===== src/rtl/riscv_apb_bridge.sv =====
// MEM-stage to APB3 bridge: freezes the pipeline via uart_stall while a peripheral transfer is open.
// Optional ACCESS-phase watchdog is compiled in with `define APB_TIMEOUT_EN.
module riscv_apb_bridge #(
  parameter logic [31:0] PERIPH_BASE    = 32'h4000_0000,
  parameter logic [31:0] PERIPH_MASK    = 32'hF000_0000,
  parameter int unsigned TIMEOUT_CYCLES = 255
) (
  input  logic        clk,
  input  logic        rst,
  input  logic        mem_req,
  input  logic        mem_we,
  input  logic [31:0] mem_addr,
  input  logic [31:0] mem_wdata,
  input  logic [3:0]  mem_wstrb,
  output logic [31:0] mem_rdata,
  output logic        mem_err,
  output logic        uart_stall,
  output logic [31:0] paddr,
  output logic        psel,
  output logic        penable,
  output logic        pwrite,
  output logic [31:0] pwdata,
  output logic [3:0]  pstrb,
  input  logic [31:0] prdata,
  input  logic        pready,
  input  logic        pslverr,
  output logic [1:0]  dbg_state
);

  typedef enum logic [1:0] {
    ST_IDLE   = 2'd0,
    ST_SETUP  = 2'd1,
    ST_ACCESS = 2'd2,
    ST_DONE   = 2'd3
  } state_t;

  // The watchdog counter is 8 bits wide, so the limit must fit in it.
  if (TIMEOUT_CYCLES < 1 || TIMEOUT_CYCLES > 255) begin : g_bad_timeout
    $error("riscv_apb_bridge: TIMEOUT_CYCLES must be in 1..255");
  end

  state_t      r_state;
  state_t      w_next;
  logic        w_hit;
  logic        w_launch;
  logic        w_complete;
  logic        w_tmo_hit;
  logic [31:0] r_paddr;
  logic [31:0] r_pwdata;
  logic [3:0]  r_pstrb;
  logic        r_pwrite;
  logic [31:0] r_rdata;
  logic        r_err;

  assign w_hit = mem_req & ((mem_addr & PERIPH_MASK) == PERIPH_BASE);

`ifdef APB_TIMEOUT_EN
  localparam logic [7:0] TMO_LAST = 8'(TIMEOUT_CYCLES - 1);

  logic [7:0] r_tmo;

  // Fires on the ACCESS cycle that would be the TIMEOUT_CYCLES-th wait.
  assign w_tmo_hit = (r_state == ST_ACCESS) && !pready && (r_tmo == TMO_LAST);

  always_ff @(posedge clk) begin
    if (rst) begin
      r_tmo <= 8'd0;
    end else if (w_launch) begin
      r_tmo <= 8'd0;
    end else if ((r_state == ST_ACCESS) && !pready) begin
      r_tmo <= r_tmo + 8'd1;
    end
  end
`else
  assign w_tmo_hit = 1'b0;
`endif

  always_ff @(posedge clk) begin
    if (rst) begin
      r_state <= ST_IDLE;
    end else begin
      r_state <= w_next;
    end
  end

  // DONE is the single release cycle; a still-held request there is the same instruction.
  always_comb begin
    w_next     = r_state;
    uart_stall = 1'b0;
    psel       = 1'b0;
    penable    = 1'b0;
    w_launch   = 1'b0;
    w_complete = 1'b0;
    case (r_state)
      ST_IDLE: begin
        if (w_hit) begin
          uart_stall = 1'b1;
          w_launch   = 1'b1;
          w_next     = ST_SETUP;
        end
      end
      ST_SETUP: begin
        uart_stall = 1'b1;
        psel       = 1'b1;
        w_next     = ST_ACCESS;
      end
      ST_ACCESS: begin
        uart_stall = 1'b1;
        psel       = 1'b1;
        penable    = 1'b1;
        if (pready || w_tmo_hit) begin
          w_complete = 1'b1;
          w_next     = ST_DONE;
        end
      end
      ST_DONE: begin
        w_next = ST_IDLE;
      end
      default: begin
        w_next = ST_IDLE;
      end
    endcase
  end

  always_ff @(posedge clk) begin
    if (rst) begin
      r_paddr  <= 32'd0;
      r_pwdata <= 32'd0;
      r_pstrb  <= 4'd0;
      r_pwrite <= 1'b0;
      r_rdata  <= 32'd0;
      r_err    <= 1'b0;
    end else begin
      // APB request fields are frozen at launch so later mem_* changes cannot disturb them.
      if (w_launch) begin
        r_paddr  <= mem_addr;
        r_pwrite <= mem_we;
        r_pwdata <= mem_wdata;
        r_pstrb  <= mem_we ? mem_wstrb : 4'b0000;
      end
      if (w_complete) begin
        r_err <= pready ? pslverr : 1'b1;
        if (!r_pwrite) begin
          r_rdata <= pready ? prdata : 32'hDEAD_BEEF;
        end
      end else if (r_state == ST_DONE) begin
        r_err <= 1'b0;
      end
    end
  end

  assign paddr     = r_paddr;
  assign pwrite    = r_pwrite;
  assign pwdata    = r_pwdata;
  assign pstrb     = r_pstrb;
  assign mem_rdata = r_rdata;
  assign mem_err   = r_err;
  assign dbg_state = r_state;

endmodule


===== config.mk =====
export PLATFORM = sky130hd
export DESIGN_NAME = riscv_apb_bridge
export DESIGN_NICKNAME = d
export VERILOG_FILES = /design/src/rtl/riscv_apb_bridge.sv
export SDC_FILE = /design/constraint.sdc
export NUM_CORES = 1
export LEC_CHECK = 0
export CAP_MARGIN = 15
export CORE_MARGIN = 2
export CORE_UTILIZATION = 38
export CTS_CLUSTER_DIAMETER = 200
export DETAILED_ROUTE_END_ITERATION = 12
export GPL_ROUTABILITY_DRIVEN = 0
export GPL_TIMING_DRIVEN = 0
export MAX_ROUTING_LAYER = met4
export PLACE_DENSITY = 0.89
export SETUP_SLACK_MARGIN = 0.4
export SLEW_MARGIN = 20
export SYNTH_ARGS = -nofsm -noshare
export SYNTH_HDL_FRONTEND = slang
export SYNTH_SLANG_ARGS = --single-unit

===== constraint.sdc =====
create_clock -name clk -period 1.98 [get_ports clk]
set_clock_uncertainty 0.1 [all_clocks]
set_input_delay 0.198 -clock clk [delete_from_list [all_inputs] [get_ports clk]]
set_output_delay 0.198 -clock clk [all_outputs]
set_load 0.03 [all_outputs]

==> results.json <==
{
  "status": "complete, no violations",
  "ys_warn_count": 0,
  "cpPeakStageDelay_ns": 0.38,
  "syn_area_per_cell_um2": 8.10,
  "cts_htree_levels": 3,
  "cts_buffer_depth": 2,
  "end_kind": "primary output",
  "yosysMostFrequentCell": "nand2_1",
  "vias": 4113,
  "synth_cell_type_count": 22,
  "grt_max_degree": 19,
  "clock_latency_ns": 0.35,
  "cts_sinks": 104,
  "remaining_drc_errors": 0,
  "cts_hold_buffers": 0,
  "tritoncts": "yes",
  "rrSetupSlack_ns": 0.28,
  "slowest_stage": "dfxtp_4",
  "path_delay_family": "buffers and inverters",
  "yosysSeqAreaShare_pct": 55.9,
  "syn_nets": 570,
  "critPathBufInv": 4,
  "start_util_pct": 38.7,
  "p_leak_nw": 2.89,
  "rsz0062_at_grt": "yes",
  "core-area_um2": 9640,
  "wl_per_cell_um": 15.7,
  "cts-root-buf": "clkbuf_8",
  "min_from": "rst",
  "clkTransAtPathRegs_ns": 0.10,
  "yosysTopAreaCell": "dfxtp_1",
  "worst-setup-path-type": "reg -> out",
  "ys_dominant_reg_cell": "dfxtp_1",
  "antenna_found_initial": 0,
  "port_buffers": 211,
  "drt_wl_total_um": 13300,
  "min_path_type": "in -> reg",
  "synth_seq_cells": 104,
  "powerDensity_nw_per_um2": 696,
  "synth_top_area_share_pct": 55.9,
  "drv_cap": 0,
  "slew_headroom_pct": 49.9,
  "rows": 36,
  "die_w_um": 103,
  "synthCells": 460,
  "antenna_cells": 0,
  "min_period_over_period_pct": 93.5,
  "slew_violations": 0,
  "grt_pass1_vias": 3925,
  "dp.cells": 804,
  "synth_area_leaders": "dfxtp_1, nand2_1, a21oi_1",
  "seq_area_um2": 2090,
  "grt_first_pass_wirelength_um": 17800,
  "required_ns": 1.68,
  "yosys-top-cells-count": "nand2_1, dfxtp_1, a21oi_1",
  "dieArea_um2": 10600,
  "dp_hpwl_um": 9150,
  "drt_iter0_markers": 92,
  "setup_viol": 0,
  "worstSetupStartpointType": "flip-flop",
  "async_flop_share_pct": 0,
  "whs_path_depth": 3,
  "max_freq_ghz": 0.540,
  "vdd.ir_drop.worst_mv": 0.556,
  "power_mw": 4.69,
  "fin_nets": 816,
  "area_growth_pct": 80.8,
  "viasPerCell": 4.88,
  "reg2reg_depth": 9,
  "timing.rr.start": "dbg_state[1]$_SDFFE_PP0P_",
  "worst_ep_arrival_time_ns": 1.55,
  "grt_usage_pct": 22.3,
  "final_cells": 843,
  "worst_pin_slew_ns": 0.751,
  "path_cells": "inv_4 > ha_4 > and3_4 > buf_6 > buf_8 > nor2_4 > nor2_4 > buf_6",
  "synth_edf_count": 0,
  "cp_max_fo": 3,
  "n_fill_cell": 778,
  "grt_overflow_total": 0,
  "cts_buffers": 9,
  "finalHoldViolCount": 0,
  "layout-drive-gt1-share_pct": 17.9,
  "io_pins": 213,
  "worstHoldEndpoint": "dbg_state[1]$_SDFFE_PP0P_",
  "synth_area_um2": 3730,
  "ant_nets": 0,
  "timing.rr.end": "mem_rdata[25]$_SDFFE_PP0P_",
  "min_period_ns": 1.85,
  "firstDrtPassIters": 4,
  "die_y_um": 103,
  "multiInputGateArea_um2": 1630
}
## power breakdown
part	switching, mW	internal [mW]
Sequential	0.0489	2.17
Combinational	0.627	0.615
Clock	0.759	0.472
Total	1.44	3.26
## metrics by stage
stage / hold slack [ns] / util [%] / TNS (ns) / instance area, um2 / setup WS [ns]
global placement: 0.339 / 62.9 / -0.450 / 6060 / -0.450
CTS: 0.181 / 64.7 / 0 / 6230 / 0.103
global route: 0.217 / 69.9 / 0 / 6740 / 0.0529
floorplan: 0.234 / - / 0 / 3780 / 0.420
detailed placement: 0.346 / 62.9 / -0.475 / 6060 / -0.475
finish: 0.206 / 69.9 / 0 / 6740 / 0.129
## flip-flops by register name, indices dropped and copies added (netlist names)
name / flops
mem_err: 1
dbg_state: 2
pstrb: 4
pwrite: 1
mem_rdata: 32
pwdata: 32
paddr: 32
## repair_timing
action	CTS	global route
pin swaps	2	9
setup endpoints to repair	138	93
gates resized for setup	139	76
setup buffers	10	4
gates cloned	0	10
## worst register-to-register path, cell delays in order (launching register included)
cell and delay (ns):
dfxtp_4 0.38, buf_4 0.11, buf_4 0.10, ha_4 0.14
nand2_4 0.07, or2_4 0.25, buf_12 0.15, clkbuf_16 0.15
nand2_1 0.06, a21oi_1 0.06
## layer usage
| layer | GRT usage, % | routed length, um | part of all wire (%) | vias to the layer above |
|---|---|---|---|---|
| met1 | 23.4 | 5060 | 38 | 1934 |
| met4 | 10.5 | 412 | 3.1 | 0 |
| met2 | 39.7 | 6980 | 53 | 168 |
| met3 | 4.68 | 824 | 6.2 | 35 |
| li1 | - | - | - | 1976 |
| met5 | - | 0 | 0 | - |
## cell families after synthesis
family | synth area share, %
simple gates | 22.5
compound gates | 13.8
buf+inv | 6.28
flops | 55.9
fa+ha+maj | 1.34
mux | 0.269
## worst max-delay path by stage
stage / endpoint / cells after the start / start / slack (ns)
after floorplan: uart_stall / 7 / dbg_state[1]$_SDFFE_PP0P_ / 0.42
after global placement: uart_stall / 8 / mem_req / -0.45
after detailed placement: uart_stall / 8 / mem_req / -0.48
after CTS: uart_stall / 8 / dbg_state[1]$_SDFFE_PP0P_ / 0.10
after global routing: uart_stall / 8 / dbg_state[1]$_SDFFE_PP0P_ / 0.05
final: uart_stall / 8 / dbg_state[1]$_SDFFE_PP0P_ / 0.13
## layout by cell type (no fill, tap or decap), types with 2 or more instances in the layout
master | synthesis | routed
nand2_1 | 191 | 168
clkdlybuf4s50_1 | 0 | 104
dfxtp_1 | 104 | 102
dlygate4sd2_1 | 0 | 102
a21oi_1 | 98 | 76
a21oi_2 | 0 | 22
nand2_2 | 0 | 20
buf_4 | 3 | 17
clkbuf_1 | 12 | 10
clkbuf_16 | 0 | 10
buf_8 | 1 | 9
clkbuf_8 | 0 | 9
buf_6 | 8 | 7
nand3_1 | 6 | 6
nor2_1 | 7 | 4
buf_2 | 10 | 4
inv_6 | 0 | 3
nand2_4 | 0 | 3
buf_12 | 0 | 3
nor3b_1 | 3 | 3
nor2_4 | 0 | 2
clkbuf_2 | 0 | 2
nand2b_1 | 2 | 2
ha_4 | 0 | 2
ha_1 | 4 | 2
clkinv_4 | 0 | 2
dfxtp_4 | 0 | 2
## area by class of cell
| cell class | count | area share, % |
|---|---|---|
| timing repair buffer | 235 | 34.8 |
| sequential | 104 | 31.0 |
| multi-input combinational | 319 | 24.1 |
| buffer | 34 | 4.70 |
| tap | 133 | 2.47 |
| clock buffer | 9 | 1.84 |
| clock inverter | 6 | 0.761 |
| inverter | 3 | 0.278 |
(Power assumes the default switching activity.)
